### config.mk
export PLATFORM = sky130hd
export DESIGN_NAME = uart_tx_dev
export DESIGN_NICKNAME = d
export VERILOG_FILES = /design/src/rtl/uart_tx_dev.sv
export SDC_FILE = /design/constraint.sdc
export NUM_CORES = 1
export LEC_CHECK = 0
export BUFFER_PORTS_ARGS = -buffer_cell sky130_fd_sc_hd__buf_2
export CORE_ASPECT_RATIO = 1.5
export CORE_MARGIN = 2
export CORE_UTILIZATION = 56
export CTS_CLUSTER_DIAMETER = 80
export CTS_CLUSTER_SIZE = 20
export DETAILED_ROUTE_END_ITERATION = 16
export GPL_TIMING_DRIVEN = 0
export PLACE_DENSITY = 0.8
export SYNTH_ARGS = -nofsm -noshare
export SYNTH_HDL_FRONTEND = slang
export SYNTH_SLANG_ARGS = --single-unit
### constraint.sdc
create_clock -name clk -period 3.6 [get_ports clk]
set_input_delay 0.72 -clock clk [delete_from_list [all_inputs] [get_ports clk]]
set_output_delay 0.72 -clock clk [all_outputs]
set_load 0.03 [all_outputs]
### src/rtl/uart_tx_dev.sv
// Purpose : memory-mapped 8N1 UART transmitter with TX FIFO, baud divisor and done interrupt.
// Latency : tx falls 1 cycle after the DATA write edge when idle; frame = 10*DIV (11*DIV with parity).
// Backpr. : no stall to the bus; a push into a full FIFO is dropped and sets sticky ovf.
//
// Ports: clk, reset (async active-high), Addr[29:0] (word address, [1:0] decoded),
//        WE (write strobe), Din[31:0], Dout[31:0] (combinational read), IRQ (irq_en && done),
//        tx (serial line, idle high).
// Registers: 0 DATA (W push), 1 STATUS {ovf,done,empty,full,busy} (any W clears ovf/done),
//            2 CTRL {odd,irq_en,tx_en}, 3 DIV [15:0] (0 stored as 1).
// Optional feature macro: UART_TX_PARITY_EN adds a parity bit and CTRL bit2 (odd select).
module uart_tx_dev #(
    parameter int DIVISOR    = 16,
    parameter int FIFO_DEPTH = 4
) (
    input  logic        clk,
    input  logic        reset,
    input  logic [29:0] Addr,
    input  logic        WE,
    input  logic [31:0] Din,
    output logic [31:0] Dout,
    output logic        IRQ,
    output logic        tx
);

    localparam int AW = $clog2(FIFO_DEPTH);
    localparam logic [AW:0] DEPTH_C = (AW+1)'(FIFO_DEPTH);

`ifdef UART_TX_PARITY_EN
    typedef enum logic [2:0] {S_IDLE, S_START, S_DATA, S_PARITY, S_STOP} state_t;
`else
    typedef enum logic [1:0] {S_IDLE, S_START, S_DATA, S_STOP} state_t;
`endif

    state_t        state_q, state_d;
    logic [15:0]   cnt_q, cnt_d;
    logic [2:0]    bit_q, bit_d;
    logic [7:0]    byte_q, byte_d;
    logic          tx_q, tx_d;
    logic [15:0]   div_q, div_d;
    logic [2:0]    ctrl_q, ctrl_d;
    logic          ovf_q, ovf_d;
    logic          done_q, done_d;
    logic [7:0]    mem_q [FIFO_DEPTH];
    logic [7:0]    mem_d [FIFO_DEPTH];
    logic [AW-1:0] wr_ptr_q, wr_ptr_d;
    logic [AW-1:0] rd_ptr_q, rd_ptr_d;
    logic [AW:0]   count_q, count_d;

    logic sel_data, sel_status, sel_ctrl, sel_div;
    logic full, empty, busy, push, pop, ovf_set, done_set, start_ok;
    logic tx_en, odd_sel, par_bit;
    logic [15:0] div_m1;

    // Address bits above [1:0] and the upper data half are intentionally ignored.
    logic unused_bits;
    assign unused_bits = ^{Addr[29:2], Din[31:16]};

    assign sel_data   = WE && (Addr[1:0] == 2'd0);
    assign sel_status = WE && (Addr[1:0] == 2'd1);
    assign sel_ctrl   = WE && (Addr[1:0] == 2'd2);
    assign sel_div    = WE && (Addr[1:0] == 2'd3);

    assign full     = (count_q == DEPTH_C);
    assign empty    = (count_q == '0);
    assign busy     = (state_q != S_IDLE);
    assign tx_en    = ctrl_q[0];
    assign odd_sel  = ctrl_q[2];
    assign start_ok = tx_en && !empty;
    assign div_m1   = div_q - 16'd1;
    assign par_bit  = (^byte_q) ^ odd_sel;

    // A push into a full FIFO still lands if the serialiser pops in the same cycle.
    assign push    = sel_data && (!full || pop);
    assign ovf_set = sel_data && full && !pop;

    // Serialiser next state. tx is registered from the next-state decision so the
    // line changes exactly on bit boundaries and is glitch-free.
    always_comb begin
        state_d  = state_q;
        cnt_d    = cnt_q;
        bit_d    = bit_q;
        byte_d   = byte_q;
        tx_d     = tx_q;
        pop      = 1'b0;
        done_set = 1'b0;
        case (state_q)
            S_IDLE: begin
                tx_d = 1'b1;
                if (start_ok) begin
                    state_d = S_START;
                    pop     = 1'b1;
                    byte_d  = mem_q[rd_ptr_q];
                    cnt_d   = div_m1;
                    tx_d    = 1'b0;
                end
            end
            S_START: begin
                if (cnt_q == 16'd0) begin
                    state_d = S_DATA;
                    bit_d   = 3'd0;
                    cnt_d   = div_m1;
                    tx_d    = byte_q[0];
                end else begin
                    cnt_d = cnt_q - 16'd1;
                end
            end
            S_DATA: begin
                if (cnt_q == 16'd0) begin
                    cnt_d = div_m1;
                    if (bit_q == 3'd7) begin
`ifdef UART_TX_PARITY_EN
                        state_d = S_PARITY;
                        tx_d    = par_bit;
`else
                        state_d = S_STOP;
                        tx_d    = 1'b1;
`endif
                    end else begin
                        bit_d = bit_q + 3'd1;
                        tx_d  = byte_q[bit_d];
                    end
                end else begin
                    cnt_d = cnt_q - 16'd1;
                end
            end
`ifdef UART_TX_PARITY_EN
            S_PARITY: begin
                if (cnt_q == 16'd0) begin
                    state_d = S_STOP;
                    cnt_d   = div_m1;
                    tx_d    = 1'b1;
                end else begin
                    cnt_d = cnt_q - 16'd1;
                end
            end
`endif
            S_STOP: begin
                if (cnt_q == 16'd0) begin
                    if (start_ok) begin
                        // Back-to-back: next start bit follows the stop bit directly.
                        state_d = S_START;
                        pop     = 1'b1;
                        byte_d  = mem_q[rd_ptr_q];
                        cnt_d   = div_m1;
                        tx_d    = 1'b0;
                    end else begin
                        state_d  = S_IDLE;
                        done_set = 1'b1;
                        tx_d     = 1'b1;
                    end
                end else begin
                    cnt_d = cnt_q - 16'd1;
                end
            end
            default: begin
                state_d = S_IDLE;
                tx_d    = 1'b1;
            end
        endcase
    end

    // FIFO and register file next state.
    always_comb begin
        mem_d    = mem_q;
        wr_ptr_d = wr_ptr_q;
        rd_ptr_d = rd_ptr_q;
        count_d  = count_q;
        if (push) begin
            mem_d[wr_ptr_q] = Din[7:0];
            wr_ptr_d        = wr_ptr_q + 1'b1;
        end
        if (pop) begin
            rd_ptr_d = rd_ptr_q + 1'b1;
        end
        case ({push, pop})
            2'b10:   count_d = count_q + 1'b1;
            2'b01:   count_d = count_q - 1'b1;
            default: count_d = count_q;
        endcase

        div_d = div_q;
        if (sel_div) begin
            div_d = (Din[15:0] == 16'd0) ? 16'd1 : Din[15:0];
        end

        ctrl_d = ctrl_q;
        if (sel_ctrl) begin
`ifdef UART_TX_PARITY_EN
            ctrl_d = Din[2:0];
`else
            ctrl_d = {1'b0, Din[1:0]};
`endif
        end

        // Set has priority over the STATUS-write clear.
        ovf_d  = ovf_q;
        done_d = done_q;
        if (sel_status) begin
            ovf_d  = 1'b0;
            done_d = 1'b0;
        end
        if (ovf_set)  ovf_d  = 1'b1;
        if (done_set) done_d = 1'b1;
    end

    always_ff @(posedge clk or posedge reset) begin
        if (reset) begin
            state_q  <= S_IDLE;
            cnt_q    <= '0;
            bit_q    <= '0;
            byte_q   <= '0;
            tx_q     <= 1'b1;
            div_q    <= 16'(DIVISOR);
            ctrl_q   <= '0;
            ovf_q    <= 1'b0;
            done_q   <= 1'b0;
            wr_ptr_q <= '0;
            rd_ptr_q <= '0;
            count_q  <= '0;
            for (int i = 0; i < FIFO_DEPTH; i++) begin
                mem_q[i] <= '0;
            end
        end else begin
            state_q  <= state_d;
            cnt_q    <= cnt_d;
            bit_q    <= bit_d;
            byte_q   <= byte_d;
            tx_q     <= tx_d;
            div_q    <= div_d;
            ctrl_q   <= ctrl_d;
            ovf_q    <= ovf_d;
            done_q   <= done_d;
            wr_ptr_q <= wr_ptr_d;
            rd_ptr_q <= rd_ptr_d;
            count_q  <= count_d;
            mem_q    <= mem_d;
        end
    end

    always_comb begin
        Dout = 32'd0;
        case (Addr[1:0])
            2'd1:    Dout = {27'd0, ovf_q, done_q, empty, full, busy};
            2'd2:    Dout = {29'd0, ctrl_q};
            2'd3:    Dout = {16'd0, div_q};
            default: Dout = 32'd0;
        endcase
    end

    assign IRQ = ctrl_q[1] & done_q;
    assign tx  = tx_q;

endmodule
## Word-level counts from Yosys, hierarchy flattened

Index checks and enable logic that the tools add are counted.

- Magnitude comparators: 4
- Mux-type cells: 43
- Add/subtract/negate cells: 7
- Reduce and logical (&&, ||, !) cells: 29
- Bitwise logic cells: 3
- Equal/unequal tests: 16

Operator list:

| cell | count |
|---|---|
| case mux 16 bit (3 select lines) | 2 |
| two-way mux 16 bit | 4 |
| two-way mux 8 bit | 5 |
| bitwise mux 32 bit | 1 |
| zero test 16 bit | 2 |
| subtractor 16 x 1 -> 16 bit, second input constant | 2 |
| binary-select mux 8 bit (select 2 bit) | 1 |
| demux 8 bit (select 2 bit) | 1 |
| case mux 8 bit (2 select lines) | 1 |
| two-way mux 1 bit | 14 |
| inequality test 2 bit, second input constant | 6 |
| case mux 3 bit (2 select lines) | 2 |
| nonzero test 2 bit | 6 |
| equality test 2 bit, second input constant | 5 |
| two-way mux 2 bit | 5 |
| logical AND 1 bit | 9 |
| two-way mux 3 bit | 3 |
| case mux 2 bit (4 select lines) | 1 |
| adder 3 x 1 -> 3 bit, second input constant | 2 |
| equality test 2 x 1 -> 1 bit, second input constant | 3 |
| equality test 3 bit, second input constant | 2 |
| greater-or-equal comparator 3 bit, second input constant | 2 |
| NOT 2 -> 3 bit | 2 |
| AND reduction 5 bit | 1 |
| other kinds (16) | 20 |

- Input bits: 65
- Output and inout port bits: 34
- Bits in registers: 89

## Depth between registers and ports, before layout

Gate-level depths: netlist of the first run.

- Word-level depth: 10
- Gate-level depth with buffers: 13
- Gate-level depth less buffers: 12

## Least setup slack after synthesis of the first run

No wires, ideal clock.

- Path kind: flip-flop to flip-flop
- Start point: register cnt_q[0]
- End point: register count_q[2]
- Clock period less this slack: 3037 ps
- Cell stages (with the launch flop): 13
- Slack: 563 ps
- Data arrival time: 2912 ps
- Setup time: 125 ps
- Required time: 3475 ps
- Path through: dfrtp_1 > inv_1 > ha_1 > nor3b_1 > nand4_1 > nor3_2 > o211ai_1 > ha_1 > inv_1 > fa_1 > xor2_1 > nor2_1 > xor2_1

- Word-level cells in the longest chain between the ends: 7
- Elaborated cells on any way between the ends: 9

Ends and longest elaborated chain:

| item | line | source |
|---|---|---|
| start: declaration | 35 | `logic [15:0] cnt_q, cnt_d;` |
| start signal: assignment | 225 | `cnt_q <= cnt_d;` |
| zero test 16 bit (*) | 138 | `if (cnt_q == 16'd0) begin` |
| two-way mux 1 bit (*) | 138 |  |
| case mux 1 bit (2 select lines) (*) | 86 | `case (state_q)` |
| logical OR 1 bit | 73 | `assign push = sel_data && (!full \|\| pop);` |
| logical AND 1 bit | 73 |  |
| equality test 2 x 1 -> 1 bit or equality test 2 bit (tied branches) | 175 | `case ({push, pop})` |
| case mux 3 bit (2 select lines) or nonzero test 2 bit (tied branches) | n/a |  |
| end signal: assignment | 235 | `count_q <= count_d;` |
| end: declaration | 47 | `logic [AW:0] count_q, count_d;` |

Mark *: on every way between the ends. The rest lies on a longest branch, timed or not.
A chain may end at the register's enable or synchronous reset.

## Final worst setup path of the first run

- Start point: register cnt_q[0]
- End point: register count_q[2]

- Word-level cells in the longest chain between the ends: 7
- Elaborated cells on any way between the ends: 9

Ends and longest elaborated chain:

| item | line | source |
|---|---|---|
| zero test 16 bit (*) | 138 |  |
| two-way mux 1 bit (*) | 138 |  |
| case mux 1 bit (2 select lines) (*) | 86 |  |
| via pop | 50 | `logic full, empty, busy, push, pop, ovf_set, done_set, start_ok;` |
| logical OR 1 bit | 73 |  |
| logical AND 1 bit | 73 |  |
| equality test 2 x 1 -> 1 bit or equality test 2 bit (tied branches) | 175 |  |
| case mux 3 bit (2 select lines) or nonzero test 2 bit (tied branches) | n/a |  |

Mark *: on every way through the listed nets, which the timed path passes. The rest lies on a longest branch.

==> impl_metrics.json, run 1 <==
{
  "area_growth_pct": 14.2,
  "max_cap_viol_count": 0,
  "fill_cells": 767,
  "cp_data_required_time_ps": 3870,
  "syn-instance-count": 511,
  "grt_pass1_wl_um": 23300,
  "fp.dieW_um": 84.3,
  "cts.path.max_buffers": 2,
  "synth_seq_cells": 89,
  "ys.flop_type": "dfrtp_1",
  "ys_top_cells_by_area": "dfrtp_1, mux2_2, mux4_2",
  "cts_sinks": 89,
  "wl_met1_um": 5280,
  "peakVddDrop_mv": 0.558,
  "dieArea_um2": 10500,
  "worstSetupStartpointType": "flop",
  "powerDensity_nw_per_um2": 863,
  "io_pins": 99,
  "drc": 0,
  "place.gp.congestion": 1.01,
  "diodes": 0,
  "cp_cell_sequence": "inv_1 -> ha_1 -> nor3b_2 -> and4_1 -> a31oi_1 -> nor2_1 -> ha_1 -> inv_1 -> fa_1 -> xor2_1 -> nor2_1 -> xor2_1",
  "slowest_stage": "and4_1",
  "crit_path_max_fanout": 10,
  "hold_slack_ps": 391,
  "clk_latency_ps": 350,
  "placed_area_um2": 5840,
  "status": "completed",
  "fin_nets": 658,
  "setup_viol": 0,
  "synth-edff-count": 0,
  "core_region_area_um2": 9520,
  "r2r_start": "cnt_q[0]",
  "cts.htree.levels": 3,
  "reg2reg_slack_ps": 340,
  "overflow": 0,
  "via_per_inst": 6.40,
  "skew_ps": 10.4,
  "period_minus_slack_ps": 3260,
  "antenna_found_initial": 0,
  "syn_avg_cell_area_um2": 10.6,
  "vias": 4469,
  "p_leak_nw": 2.73,
  "dp_hpwl_um": 10900,
  "fmax_mhz": 307,
  "ys_warn_count": 0,
  "wl_per_cell_um": 20.9,
  "synth_top_area_frac": 0.402,
  "io_buffers": 38,
  "synth_area_um2": 5420,
  "hold_class": "in2async",
  "reg2regPathDepth": 12,
  "rows": 44,
  "finalHoldViolations": 0,
  "synth_cell_types": 69,
  "cts_tree": "done",
  "worst_pin_slew_ps": 1090,
  "dr.pass1.iters": 5,
  "wl_met2_um": 7800,
  "stdcell_area_um2": 6180,
  "setup_tns_ps": 0,
  "cts_made_buffers": 9,
  "finalCritPeriodShare": 0.905,
  "crit_arrival_ps": 3530,
  "grt_start_max_net_pins": 59,
  "final_cell_mix": "dfrtp_1, mux2_2, buf_2, nand2_1",
  "rsz0062_at_grt": "no",
  "drive_gt1_frac": 0.286,
  "synthArstFlopShare": 1.00,
  "fp.dieH_um": 124,
  "critPathKind": "reg2reg",
  "clk_pin_slew_ps": 70,
  "ant_nets": 0,
  "rr_endpoint": "count_q[2]",
  "crit_path_end_kind": "flop",
  "track_usage": 0.285,
  "grt_pass1_vias": 4446,
  "cpPeakStageDelay_ps": 560,
  "clock-root-buffer": "clkbuf_16",
  "yosysSeqAreaShare": 0.412,
  "maxSlewHeadroom": 0.262,
  "drt-total-wl_um": 14600,
  "topRoutingLayerUsed": "met4",
  "maxSlewViolCount": 0,
  "wl_met3_um": 747,
  "first_iter_violations": 249,
  "yosys.area.top_type": "dfrtp_1",
  "initial_utilization": 0.569,
  "final_common_cell": "dfrtp_1"
}
state kept, by name (all words and copies together) (netlist names), 3 cells and up:
name and flops:
div_q 16, mem_q 32, bit_q 3, byte_q 8, count_q 3, cnt_q 16
where the power goes:
group,internal (mW),leakage (nW),switching (mW)
clock,0.549,0.142,0.427
combinational,1.12,1.49,1.47
sequential,1.42,1.10,0.350
total,3.09,2.73,2.25
timing repair:
item / CTS / global route
buffers inserted: 3 / 0
setup endpoints to repair: 2 / 1
gates resized for setup: 2 / 2
hold buffers: 0 / 0
pin swaps: 1 / 0
cells in the mapped netlist (all sizes together), types with 4 or more instances:
master and n:
nand2 28, nor2b 7, nand4 4, a31oi 6
a21oi 18, inv 18, clkbuf 18, and3 15
xor2 10, o211ai 8, o31ai 5, or2 4
and2 4, or3 7, nor2 20, buf 21
mux4 10, ha 14, nor3 11, o21ai 25
mux2 61, xnor2 12, a22oi 6, mux2i 7
dfrtp 87, nor4 11, o221ai 4, nand3 9
or4 7
routing by layer:
| metal | global-route usage | vias up |
|---|---|---|
| met5 | 0 | - |
| met4 | 0.141 | 0 |
| met3 | 0.0524 | 52 |
| met2 | 0.519 | 184 |
| met1 | 0.310 | 2209 |
| li1 | - | 2024 |
cell type report:
| class | count | area [um2] | area share |
|---|---|---|---|
| clock inverter | 6 | 73.8 | 0.0119 |
| timing repair buffer | 43 | 245 | 0.0397 |
| sequential | 89 | 2230 | 0.361 |
| inverter | 20 | 77.6 | 0.0125 |
| tap | 115 | 144 | 0.0233 |
| multi-input combinational | 378 | 2980 | 0.481 |
| buffer | 37 | 208 | 0.0336 |
| clock buffer | 10 | 229 | 0.0370 |
per-stage QoR:
stage / power, mW / util / setup WS [ps] / instances
after floorplan: 3.58 / - / 563 / 526
after global placement: 4.15 / 0.610 / -421 / 679
after detailed placement: 4.28 / 0.613 / -184 / 680
after CTS: 5.28 / 0.648 / 131 / 699
after global routing: 5.63 / 0.649 / 16.8 / 698
final: 5.34 / 0.649 / 342 / 698
critical path, delay by kind of cell, from the launching register on:
family	cells	cell delay, ps
buffers and inverters	2	130
adders and majority gates	3	800
xor gates and xnor gates	2	300
AOI/OAI and AO/OA	1	220
and+or+nand+nor	4	1290
DFF	1	430
how the worst max path moves through the flow:
stage | startpoint | endpoint | slack [ps]
final | cnt_q[0] | count_q[2] | 340
after global placement | reset | cnt_q[7] | -420
after floorplan | cnt_q[0] | count_q[2] | 560
after CTS | cnt_q[12] | count_q[2] | 130
after detailed placement | cnt_q[0] | count_q[2] | -180
after global routing | cnt_q[1] | count_q[2] | 20
kinds of logic after synthesis:
| group | synth area share |
|---|---|
| compound gates | 0.142 |
| xor+xnor | 0.0356 |
| buf+inv | 0.0536 |
| simple gates | 0.139 |
| fa+ha+maj | 0.0360 |
| mux | 0.181 |
| flops | 0.412 |
| other cells | 0.000692 |
No activity file was read; power rests on OpenSTA's default activity.
==> inputs of run 2 (changes only) <==
PLACE_DENSITY = not set   (was 0.8)
PLACE_DENSITY_LB_ADDON = 0.15   (was not set)
==> impl_metrics.json, run 2 (synthesized netlist as in run 1, its figures left out) <==
{
  "drc": 0,
  "p_sw_mw": 2.21,
  "period_minus_slack_ps": 3510,
  "clock-root-buffer": "clkbuf_16",
  "io_buffers": 38,
  "drt-total-wl_um": 14100,
  "skew_ps": 10.7,
  "utilization": 0.649,
  "crit_path_max_fanout": 10,
  "setup_tns_ps": 0,
  "crit_path_end_kind": "flop",
  "cts_sinks": 89,
  "wl_per_cell_um": 20.1,
  "largest_reg_flops": 32,
  "reg.largest.list": "mem_q x32, cnt_q x16, div_q x16",
  "slowest_stage": "nor4_1",
  "cts.htree.levels": 3,
  "maxSlewViolCount": 0,
  "p_clk_frac": 0.187,
  "max_cap_viol_count": 0,
  "fp.dieH_um": 124,
  "fin_ws_ps": 93.0,
  "final_cell_mix": "dfrtp_1, mux2_2, buf_2, nand2_1",
  "initial_utilization": 0.569,
  "first_iter_violations": 210,
  "crit_arrival_ps": 3780,
  "r2r_start": "cnt_q[12]",
  "core_region_area_um2": 9520,
  "dp_hpwl_um": 10700,
  "clk_latency_ps": 350,
  "fmax_mhz": 285,
  "fp.dieW_um": 84.3,
  "cpPeakStageDelay_ps": 970,
  "regMostFlops": "mem_q",
  "status": "completed",
  "place.gp.congestion": 0.932,
  "hold_class": "in2async",
  "peakVddDrop_mv": 0.511,
  "rsz0062_at_grt": "no",
  "p_leak_nw": 2.74,
  "finalCritPeriodShare": 0.974,
  "cts.path.max_buffers": 2,
  "powerDensity_nw_per_um2": 856,
  "fin_nets": 659,
  "finalHoldViolations": 0,
  "worstSetupStartpointType": "flop",
  "vias": 4343,
  "p_total_mw": 5.29,
  "sw_frac_of_total": 0.417,
  "cp_cell_sequence": "nor4_1 -> clkbuf_1 -> a31oi_1 -> nor2_1 -> ha_1 -> inv_1 -> fa_1 -> xor2_1 -> nor2_1 -> xor2_1",
  "cts_tree": "done",
  "track_usage": 0.274,
  "diodes": 0,
  "clk_pin_slew_ps": 70,
  "grt_pass1_wl_um": 22500,
  "setup_viol": 0,
  "dr.pass1.iters": 7,
  "internal_power_mw": 3.08,
  "cp-startpoint": "cnt_q[12]",
  "area_growth_pct": 14.1,
  "dieArea_um2": 10500,
  "maxSlewHeadroom": 0.0977,
  "ant_nets": 0,
  "cts_made_buffers": 9,
  "critPathBufInv": 2,
  "via_per_inst": 6.21,
  "combPwrFrac": 0.482,
  "io_pins": 99,
  "grt_start_max_net_pins": 53,
  "drive_gt1_frac": 0.284,
  "cp_top_family": "simple AND/OR/NAND/NOR gates",
  "worst_pin_slew_ps": 1340,
  "antenna_found_initial": 0,
  "final_common_cell": "dfrtp_1",
  "p_seq_frac": 0.331,
  "critPathKind": "reg2reg",
  "cp_data_required_time_ps": 3870,
  "pre_cts_ws_ps": -145,
  "grt_pass1_vias": 4443,
  "overflow": 0,
  "rows": 44
}
==> run 2: changes by cell type in the layout (fill, tap and decap cells not counted) <==
cell / before / now
nor4_2: 2 / 0
buf_4: 19 / 20
buf_2: 40 / 39
clkinv_2: 0 / 1
clkinvlp_4: 2 / 1
inv_8: 1 / 2
nor4_1: 9 / 11
==> run 2: timing repair <==
item / CTS / global route
endpoints found under the setup margin: 2 / 2
gates cloned: 0 / 0
hold buffers: 0 / 0
setup buffers: 4 / 0
pin swaps: 1 / 0
gates resized for setup: 1 / 1
==> run 2: worst paths after layout <==
check                        endpoint  slack (ps)  cells after the start
max in group asynchronous          tx        2490                      3
min in group clk             mem_q[5]         500                      1
setup / recovery           count_q[2]          90                     10
hold / removal              div_q[15]         420                      2
hold reg to reg              mem_q[5]         500                      1
setup reg to reg           count_q[2]          90                     10
==> run 2: cell type report <==
class	instances	area (um2)
fill	773	3340
multi-input combinational	378	2960
buffer	38	211
clock buffer	9	225
clock inverter	7	82.6
inverter	20	77.6
sequential	89	2230
timing repair buffer	43	248
tap	115	144
==> run 2: power groups by stage <==
stage | combinational (mW) | sequential, mW | clock, mW
after floorplan | 1.91 | 1.66 | 0
after global placement | 2.43 | 1.73 | 0
after detailed placement | 2.49 | 1.76 | 0
after CTS | 2.53 | 1.74 | 0.990
after global routing | 2.76 | 1.80 | 1.03
final | 2.55 | 1.75 | 0.988
==> run 2: layer usage <==
layer	global-route usage	share of wire
met1	0.308	0.37
met2	0.491	0.54
met3	0.0404	0.043
met4	0.148	0.044
met5	0	0
==> run 2: through the flow <==
stage / hold slack (ps) / std cells / area (um2)
4_1_cts: 429 / 700 / 6180
3_3_place_gp: 479 / 679 / 5810
2_1_floorplan: 461 / 526 / 5470
6_report: 416 / 699 / 6180
3_5_place_dp: 489 / 680 / 5840
5_1_grt: 459 / 699 / 6180
